`config.mk`:
```
export PLATFORM = sky130hd
export DESIGN_NAME = dbf_beam_acc
export DESIGN_NICKNAME = d
export VERILOG_FILES = /design/src/rtl/dbf_pkg.sv /design/src/rtl/dbf_cmul.sv /design/src/rtl/dbf_beam_acc.sv
export SDC_FILE = /design/constraint.sdc
export NUM_CORES = 2
export LEC_CHECK = 0
export CAP_MARGIN = 20
export CORE_UTILIZATION = 24
export DETAILED_ROUTE_END_ITERATION = 7
export PLACE_DENSITY = 0.5
export SYNTH_ARGS = -nofsm -noshare
export SYNTH_HDL_FRONTEND = slang
export SYNTH_SLANG_ARGS = --single-unit
export TNS_END_PERCENT = 5
```
`constraint.sdc`:
```
create_clock -name clk -period 50.5 [get_ports clk]
set_input_delay 10.1 -clock clk [delete_from_list [all_inputs] [get_ports clk]]
set_output_delay 10.1 -clock clk [all_outputs]
set_load 0.01 [all_outputs]
```
`src/rtl/dbf_pkg.sv`:
```
// Default widths, derived-width helpers and packed complex types for the beamformer.
package dbf_pkg;
    localparam int DBF_DW   = 16;
    localparam int DBF_WW   = 16;
    localparam int DBF_N_CH = 8;

    function automatic int prod_w(input int dw, input int ww);
        return dw + ww;
    endfunction

    // One growth bit for ac-bd / ad+bc, plus log2(N_CH) bits for the frame sum.
    function automatic int acc_w(input int dw, input int ww, input int n_ch);
        return dw + ww + 1 + $clog2(n_ch);
    endfunction

    typedef struct packed {
        logic signed [DBF_DW-1:0] re;
        logic signed [DBF_DW-1:0] im;
    } cplx_t;

    typedef struct packed {
        logic signed [DBF_WW-1:0] re;
        logic signed [DBF_WW-1:0] im;
    } wt_t;
endpackage

```
`src/rtl/dbf_cmul.sv`:
```
// Signed complex multiply p = d * w with a valid/tag sideband, full precision.
// Latency: 3 cycles (operand regs, partial products, combine).
// No backpressure: accepts one operand pair every clock.
module dbf_cmul
    import dbf_pkg::*;
#(
    parameter int DW = DBF_DW,
    parameter int WW = DBF_WW,
    parameter int TW = 2
) (
    input  logic                    clk,
    input  logic                    rst,
    input  logic                    in_vld,
    input  logic [TW-1:0]           in_tag,
    input  logic signed [DW-1:0]    d_re,
    input  logic signed [DW-1:0]    d_im,
    input  logic signed [WW-1:0]    w_re,
    input  logic signed [WW-1:0]    w_im,
    output logic                    out_vld,
    output logic [TW-1:0]           out_tag,
    output logic signed [DW+WW:0]   p_re,
    output logic signed [DW+WW:0]   p_im
);
    localparam int PW = prod_w(DW, WW);

    logic                 v1, v2;
    logic [TW-1:0]        t1, t2;
    logic signed [DW-1:0] dre_r, dim_r;
    logic signed [WW-1:0] wre_r, wim_r;
    logic signed [PW-1:0] rr, ii, ri, ir;

    always_ff @(posedge clk or posedge rst) begin
        if (rst) begin
            v1      <= 1'b0;
            v2      <= 1'b0;
            out_vld <= 1'b0;
            t1      <= '0;
            t2      <= '0;
            out_tag <= '0;
            dre_r   <= '0;
            dim_r   <= '0;
            wre_r   <= '0;
            wim_r   <= '0;
            rr      <= '0;
            ii      <= '0;
            ri      <= '0;
            ir      <= '0;
            p_re    <= '0;
            p_im    <= '0;
        end else begin
            v1    <= in_vld;
            t1    <= in_tag;
            dre_r <= d_re;
            dim_r <= d_im;
            wre_r <= w_re;
            wim_r <= w_im;

            v2 <= v1;
            t2 <= t1;
            rr <= PW'(dre_r) * PW'(wre_r);
            ii <= PW'(dim_r) * PW'(wim_r);
            ri <= PW'(dre_r) * PW'(wim_r);
            ir <= PW'(dim_r) * PW'(wre_r);

            out_vld <= v2;
            out_tag <= t2;
            p_re    <= (PW+1)'(rr) - (PW+1)'(ii);
            p_im    <= (PW+1)'(ri) + (PW+1)'(ir);
        end
    end
endmodule

```
`src/rtl/dbf_beam_acc.sv`:
```
// Weighted coherent sum of N_CH time-multiplexed complex samples into one beam sample per frame.
// Latency: m_valid 5 edges after the edge accepting the last channel sample.
// No backpressure: one sample per clock, gaps allowed; malformed framing flagged on err_frame.
module dbf_beam_acc
    import dbf_pkg::*;
#(
    parameter  int DW   = DBF_DW,
    parameter  int WW   = DBF_WW,
    parameter  int N_CH = DBF_N_CH,
    localparam int CW   = $clog2(N_CH),
    localparam int AW   = acc_w(DW, WW, N_CH)
) (
    input  logic                 clk,
    input  logic                 rst,
    input  logic                 s_valid,
    input  logic                 s_first,
    input  logic signed [DW-1:0] s_i,
    input  logic signed [DW-1:0] s_q,
    input  logic                 wr_en,
    input  logic [CW-1:0]        wr_addr,
    input  logic signed [WW-1:0] wr_re,
    input  logic signed [WW-1:0] wr_im,
    input  logic                 wt_swap,
    output logic                 wt_bank,
    output logic                 m_valid,
    output logic signed [AW-1:0] m_i,
    output logic signed [AW-1:0] m_q,
    output logic                 err_frame
);
    localparam int            TW       = DW + WW + 1;
    localparam logic [CW-1:0] LAST_IDX = CW'(N_CH - 1);

    logic [CW-1:0]        ch_cnt;
    logic                 swap_pend;
    logic signed [WW-1:0] bank_re [2][N_CH];
    logic signed [WW-1:0] bank_im [2][N_CH];

    logic          start, cont, is_last, swap_now, rd_bank;
    logic [CW-1:0] rd_idx;

    always_comb begin
        start    = s_valid && s_first;
        cont     = s_valid && !s_first && (ch_cnt != '0);
        is_last  = cont && (ch_cnt == LAST_IDX);
        rd_idx   = start ? '0 : ch_cnt;
        // The frame that consumes a pending swap already reads from the new bank.
        swap_now = start && (swap_pend || wt_swap);
        rd_bank  = wt_bank ^ swap_now;
    end

    always_ff @(posedge clk or posedge rst) begin
        if (rst) begin
            ch_cnt    <= '0;
            swap_pend <= 1'b0;
            wt_bank   <= 1'b0;
            err_frame <= 1'b0;
        end else begin
            err_frame <= s_valid && (s_first ? (ch_cnt != '0) : (ch_cnt == '0));
            if (start)
                ch_cnt <= CW'(1);
            else if (cont)
                ch_cnt <= is_last ? '0 : ch_cnt + CW'(1);
            if (swap_now) begin
                wt_bank   <= ~wt_bank;
                swap_pend <= 1'b0;
            end else if (wt_swap) begin
                swap_pend <= 1'b1;
            end
        end
    end

    always_ff @(posedge clk or posedge rst) begin
        if (rst) begin
            for (int b = 0; b < 2; b++) begin
                for (int c = 0; c < N_CH; c++) begin
                    bank_re[b][c] <= '0;
                    bank_im[b][c] <= '0;
                end
            end
        end else if (wr_en && (int'(wr_addr) < N_CH)) begin
            bank_re[!wt_bank][wr_addr] <= wr_re;
            bank_im[!wt_bank][wr_addr] <= wr_im;
        end
    end

    logic                 p_vld;
    logic [1:0]           p_tag;
    logic signed [TW-1:0] p_re, p_im;

    dbf_cmul #(.DW(DW), .WW(WW), .TW(2)) u_cmul (
        .clk     (clk),
        .rst     (rst),
        .in_vld  (start || cont),
        .in_tag  ({start, is_last}),
        .d_re    (s_i),
        .d_im    (s_q),
        .w_re    (bank_re[rd_bank][rd_idx]),
        .w_im    (bank_im[rd_bank][rd_idx]),
        .out_vld (p_vld),
        .out_tag (p_tag),
        .p_re    (p_re),
        .p_im    (p_im)
    );

    logic                 acc_last, fin_vld;
    logic signed [AW-1:0] acc_re, acc_im, fin_re, fin_im;

    always_ff @(posedge clk or posedge rst) begin
        if (rst) begin
            acc_re   <= '0;
            acc_im   <= '0;
            acc_last <= 1'b0;
            fin_re   <= '0;
            fin_im   <= '0;
            fin_vld  <= 1'b0;
            m_valid  <= 1'b0;
            m_i      <= '0;
            m_q      <= '0;
        end else begin
            acc_last <= p_vld && p_tag[0];
            if (p_vld) begin
                acc_re <= p_tag[1] ? AW'(p_re) : acc_re + AW'(p_re);
                acc_im <= p_tag[1] ? AW'(p_im) : acc_im + AW'(p_im);
            end
            fin_vld <= acc_last;
            if (acc_last) begin
                fin_re <= acc_re;
                fin_im <= acc_im;
            end
            // m_i/m_q change only together with m_valid and hold in between.
            m_valid <= fin_vld;
            if (fin_vld) begin
                m_i <= fin_re;
                m_q <= fin_im;
            end
        end
    end
endmodule

```
Word level (Yosys, flattened, before mapping) --
Index checks and enable logic that the tools add are counted.
Word-level totals: flip-flop bits (word level) 1004, latch bits 0, bits in writable memories 0, ROM bits 0, input bits 73, output and inout bits 75, word-level logic and storage cells 127, memories kept 0
Operators by class: $add $sub $neg 5, multipliers 4, divide/modulo/power cells 0, $lt $le $gt $ge 6, eq/ne operators 1, shifts and indexed selects 0, multiplexer cells 27, bitwise operators 6, reductions and logical operators 17
Operators by type and width (number):
- two-way mux 128 bit | 7
- bitwise mux 256 bit | 2
- demux 128 bit (select 1 bit) | 1
- multiplier 16 x 16 -> 32 bit | 4
- binary-select mux 16 bit (select 3 bit) | 2
- two-way mux 16 bit | 5
- adder 36 x 33 -> 36 bit | 2
- two-way mux 36 bit | 2
- demux 16 bit (select 3 bit) | 1
- adder 32 x 32 -> 33 bit | 1
- subtractor 32 x 32 -> 33 bit | 1
- two-way mux 3 bit | 4
- logical AND 1 bit | 9
- greater-or-equal comparator 4 bit (second input constant) | 2
- NOT 3 -> 4 bit | 2
- greater-or-equal comparator 2 bit (second input constant) | 2
- less-than comparator 4 x 1 -> 1 bit (second input constant) | 1
- NOT 1 -> 2 bit | 2
- nonzero test 2 bit | 2
- adder 3 x 1 -> 3 bit (second input constant) | 1
- == test 3 bit (second input constant) | 1
- zero test 3 bit | 1
- two-way mux 1 bit | 3
- nonzero test 3 bit | 1
- 5 further kinds | 7

Depth between registers and ports, before layout --
word-level depth 10, depth in mapped cells 25

Cells and area by module --
Synthesis repeated with hierarchy kept, for this count alone.
Unflattened totals: cells, all modules 7715, area total of the unflattened synthesis 84523.6 um^2
By module, submodules not included:
- dbf_cmul | instances 1, cells each 5085, area an instance 49179.7 um^2
- dbf_beam_acc | instances 1, cells each 2630, area an instance 35343.9 um^2

Least setup slack after synthesis --
OpenSTA, ideal clock, no wires.
path type input port to flip-flop, start point in s_valid, end point reg u_cmul.wre_r[10], library setup time 141 ps, data arrival time 11897 ps, slack 38462 ps, stages 9, buffers on the path 1, path through nand2_1 > inv_2 > o21ai_0 > xor2_2 > clkbuf_1 > mux4_2 > and2_1 > a211oi_1 > a31oi_1
Between the ends: longest elaborated chain between the ends 10
Ends and longest elaborated chain:
- start, declared | RTL line dbf_beam_acc.sv:15 | input logic s_valid,
- logical AND 1 bit * | RTL line dbf_beam_acc.sv:42 | start = s_valid && s_first;
- net start | RTL line dbf_beam_acc.sv:38 | logic start, cont, is_last, swap_now, rd_bank;
- logical AND 1 bit | RTL line dbf_beam_acc.sv:47 | swap_now = start && (swap_pend || wt_swap);
- bitwise XOR 1 bit | RTL line dbf_beam_acc.sv:48 | rd_bank = wt_bank ^ swap_now;
- NOT 1 -> 2 bit (implied by the code) | RTL line dbf_beam_acc.sv:97 | .w_re (bank_re[rd_bank][rd_idx]),
- two-way mux 128 bit (implied by the code) (3 in series) | RTL line dbf_beam_acc.sv:97
- binary-select mux 16 bit (select 3 bit) * | RTL line dbf_beam_acc.sv:97
- two-way mux 16 bit (implied by the code) * (2 in series) | RTL line dbf_beam_acc.sv:97
- net u_cmul.w_re[10] | RTL line dbf_cmul.sv:17 | input logic signed [WW-1:0] w_re,
- end signal, assigned | RTL line dbf_cmul.sv:55 | wre_r <= w_re;
- end, declared | RTL line dbf_cmul.sv:29 | logic signed [WW-1:0] wre_r, wim_r;
The timed path passes the listed nets; every way through them passes the cells marked *. The select of a mux whose other input is x is not followed. A chain may end at the register's enable or synchronous reset.

==> results.md <==
- Core area: 350000 µm²
- Cell row count: 217
- DRC: 0
- Synth Register Bits: ~1000
- CTS Hold Buffers Added: 0
- Met2 GRT Util: between 10% and 20%
- Critical path capture point type: async pin
- Gate count after technology mapping: 7739
- ANT nets after route: 0
- Layout cell share with drive strength beyond 1: 14.6%
- Worst-Margin Slew: about 1.1 ns
- Post-CTS setup-driven buffer insertion count: 0
- Die area: 354000 µm²
- Met1 usage: 18.1%
- Final nets: 9320
- Die Height: 595 µm
- CTS Sinks: 1004
- RSZ-0062 raised after global routing: no
- Routability cong.: 0.806
- Final slew viol count: 0
- Max FO, Critical Path: 88
- Highest Clock Rate: 0.0721 GHz
- Post-synth ARST share: 100%
- Routed len/inst: 17.8 µm
- Yosys warning count: 0
- Final worst-path cycle share: 27.5%
- Max-cap viol count: 0
- Hold WS: 0.354 ns
- CTS tree: yes
- CTS clk-pin slew, worst paths: 0.06 ns
- Max_slew headroom: 29.7%
- Setup TNS: 0 ns
- First-pass GRT wire length: ~350 mm
- M3 GR Usage: 3.00%
- Post-Route WL: 221 mm
- Final Skew: 0.0880 ns
- Fin crit period: about 14 ns
- DR iter-0 viols: between 3000 and 4000
- Commonest non-fill, non-tap cell in the layout: inv_1
- Total CTS buffers: 103
- Initial Utilization: 24.2%
- Grt total ovfl: 0
- Most frequent cells in the layout: inv_1, fa_1, dfrtp_1
- Worst-Skew Late Latency: between 0.7 and 0.8 ns
- Final setup vio count: 0
- Setup CP Type: in2async
- Top-level I/O count: 148
- Synthesized area: between 80000 and 90000 µm²
- Die X: 595 µm
- Required @ worst endpoint: 51.44 ns
- Top_reg_cell synth: dfrtp_1
- Crit path arrival time: 14.81 ns
- PostCTS Resize Cnt: 0
- Clk buf depth: 3
- Most used routing layer: met2
- Initial antenna violation count: 32
- Cell type with the highest aggregate area in the netlist: dfrtp_1
- Sequential fraction of the synthesis area: 29.7%
- Syn Area/Cell: 10.9 µm²
- Hold WC Path Type: reg2reg
- Post-Place Setup Slack: 34.63 ns
- Area Overhead vs Synth: 12.3%
- Port Buffers: ~150
- Detail Placement HPWL: 156 mm
- Synth area leaders: dfrtp_1, fa_1, mux2_2
- Final Hold Vio Count: 0
- Total GRT Usage: 12.7%
- Outcome: finished clean
- Via density: approximately 4.4
- Share of the synthesized area in the top cell type: between 20% and 30%
- Post-synth EDFFs: 0
- Number of H-tree levels: 3
- Worst setup margin: 36.63 ns
- Largest net degree at the start of global routing: between 150 and 200
- Via count: 54957
- Number of global-route vias before repair: 59415
- Startpoint Class: input pin
- Drt pass-1 iters: 7
- Syn nets: slightly above 9000
- Root Buffer: clkbuf_16
- Post-synth cell types: 88
cell type report:
| cell class | count | area (µm²) |
|---|---|---|
| multi-input combinational | 5115 | 53400 |
| clock inverter | 44 | 524 |
| timing repair buffer | 257 | 2370 |
| inverter | 1249 | 4700 |
| antenna | 6 | 15.0 |
| fill | 36497 | 255000 |
| clock buffer | 145 | 2980 |
| tap | 4599 | 5750 |
| sequential | 1004 | 25100 |
Yosys cell counts, types with 7 or more instances:
cell type,n
inv_1,1247
fa_1,1052
dfrtp_1,1004
nand2_1,674
mux2_2,662
and2_1,537
ha_1,465
clkbuf_1,327
a21oi_1,266
nor2_1,253
xnor2_1,175
mux4_2,128
o21ai_0,109
a21o_1,102
xor2_1,70
a31oi_1,67
a211oi_1,52
nand3_1,52
nor3_1,50
nand2b_1,48
o21a_1,39
o21bai_1,38
nor2b_1,29
buf_1,28
nand4_1,21
and3_1,20
mux2i_1,17
o211ai_1,17
buf_2,16
or3_1,13
o31ai_1,11
or2_2,10
o21ai_1,9
a31o_2,8
a211o_1,7
nor3b_1,7
o22ai_1,7
cell families after synthesis:
logic type / count (synthesis) / synth area share [%]
and+or+nand+nor: 1735 / 10.0
buffers and inverters: 1620 / 7.22
adders and majority gates: 1517 / 31.8
DFF: 1004 / 29.7
AOI/OAI and AO/OA: 810 / 6.21
muxes: 807 / 12.4
xor gates and xnor gates: 246 / 2.56
worst max-delay path: stages:
cell and delay, ns:
clkdlybuf4s50_1 0.54, inv_8 0.41, buf_4 0.65, buf_4 0.73, buf_4 0.84, buf_4 0.34
buf_16 0.31, buf_4 0.40, buf_16 0.32
state kept, by name (all words and copies together), names as in the netlist, 3 cells and up:
register	flops
acc_im	36
acc_re	36
bank_im	256
bank_re	256
ch_cnt	3
fin_im	36
fin_re	36
m_i	36
m_q	36
u_cmul.dim_r	16
u_cmul.dre_r	16
u_cmul.ii	32
u_cmul.ir	32
u_cmul.p_im	33
u_cmul.p_re	33
u_cmul.ri	32
u_cmul.rr	32
u_cmul.wim_r	16
u_cmul.wre_r	16
final timing paths:
check                           slack, ns               end  cells after the start              from
min in group asynchronous            9.90   u_cmul.dim_r[8]                      2               rst
worst max-delay path                36.63      bank_im[170]                      9               rst
worst max register to register      42.86     u_cmul.ir[30]                     23  u_cmul.dim_r[15]
max in group clk                    37.33  u_cmul.wim_r[15]                     11           s_valid
worst min-delay path                 0.35    u_cmul.out_vld                      0         u_cmul.v2
worst min register to register       0.35    u_cmul.out_vld                      0         u_cmul.v2
layer usage:
layer	part of all wire (%)	routed length, µm
met1	48	105000
met2	43	95300
met3	6.6	14700
met4	2.5	5580
met5	0.091	200
metrics by stage:
stage / cells / cell area (µm²) / utilization (%)
floorplan: 7739 / 84500 / -
global placement: 12220 / 91200 / 26.1
detailed placement: 12220 / 91200 / 26.1
CTS: 12409 / 94700 / 27.1
global route: 12414 / 94800 / 27.1
finish: 12419 / 94800 / 27.1
Power is not shown: default switching activity piles up to over one toggle a cycle in this logic, so the estimate is an artifact.
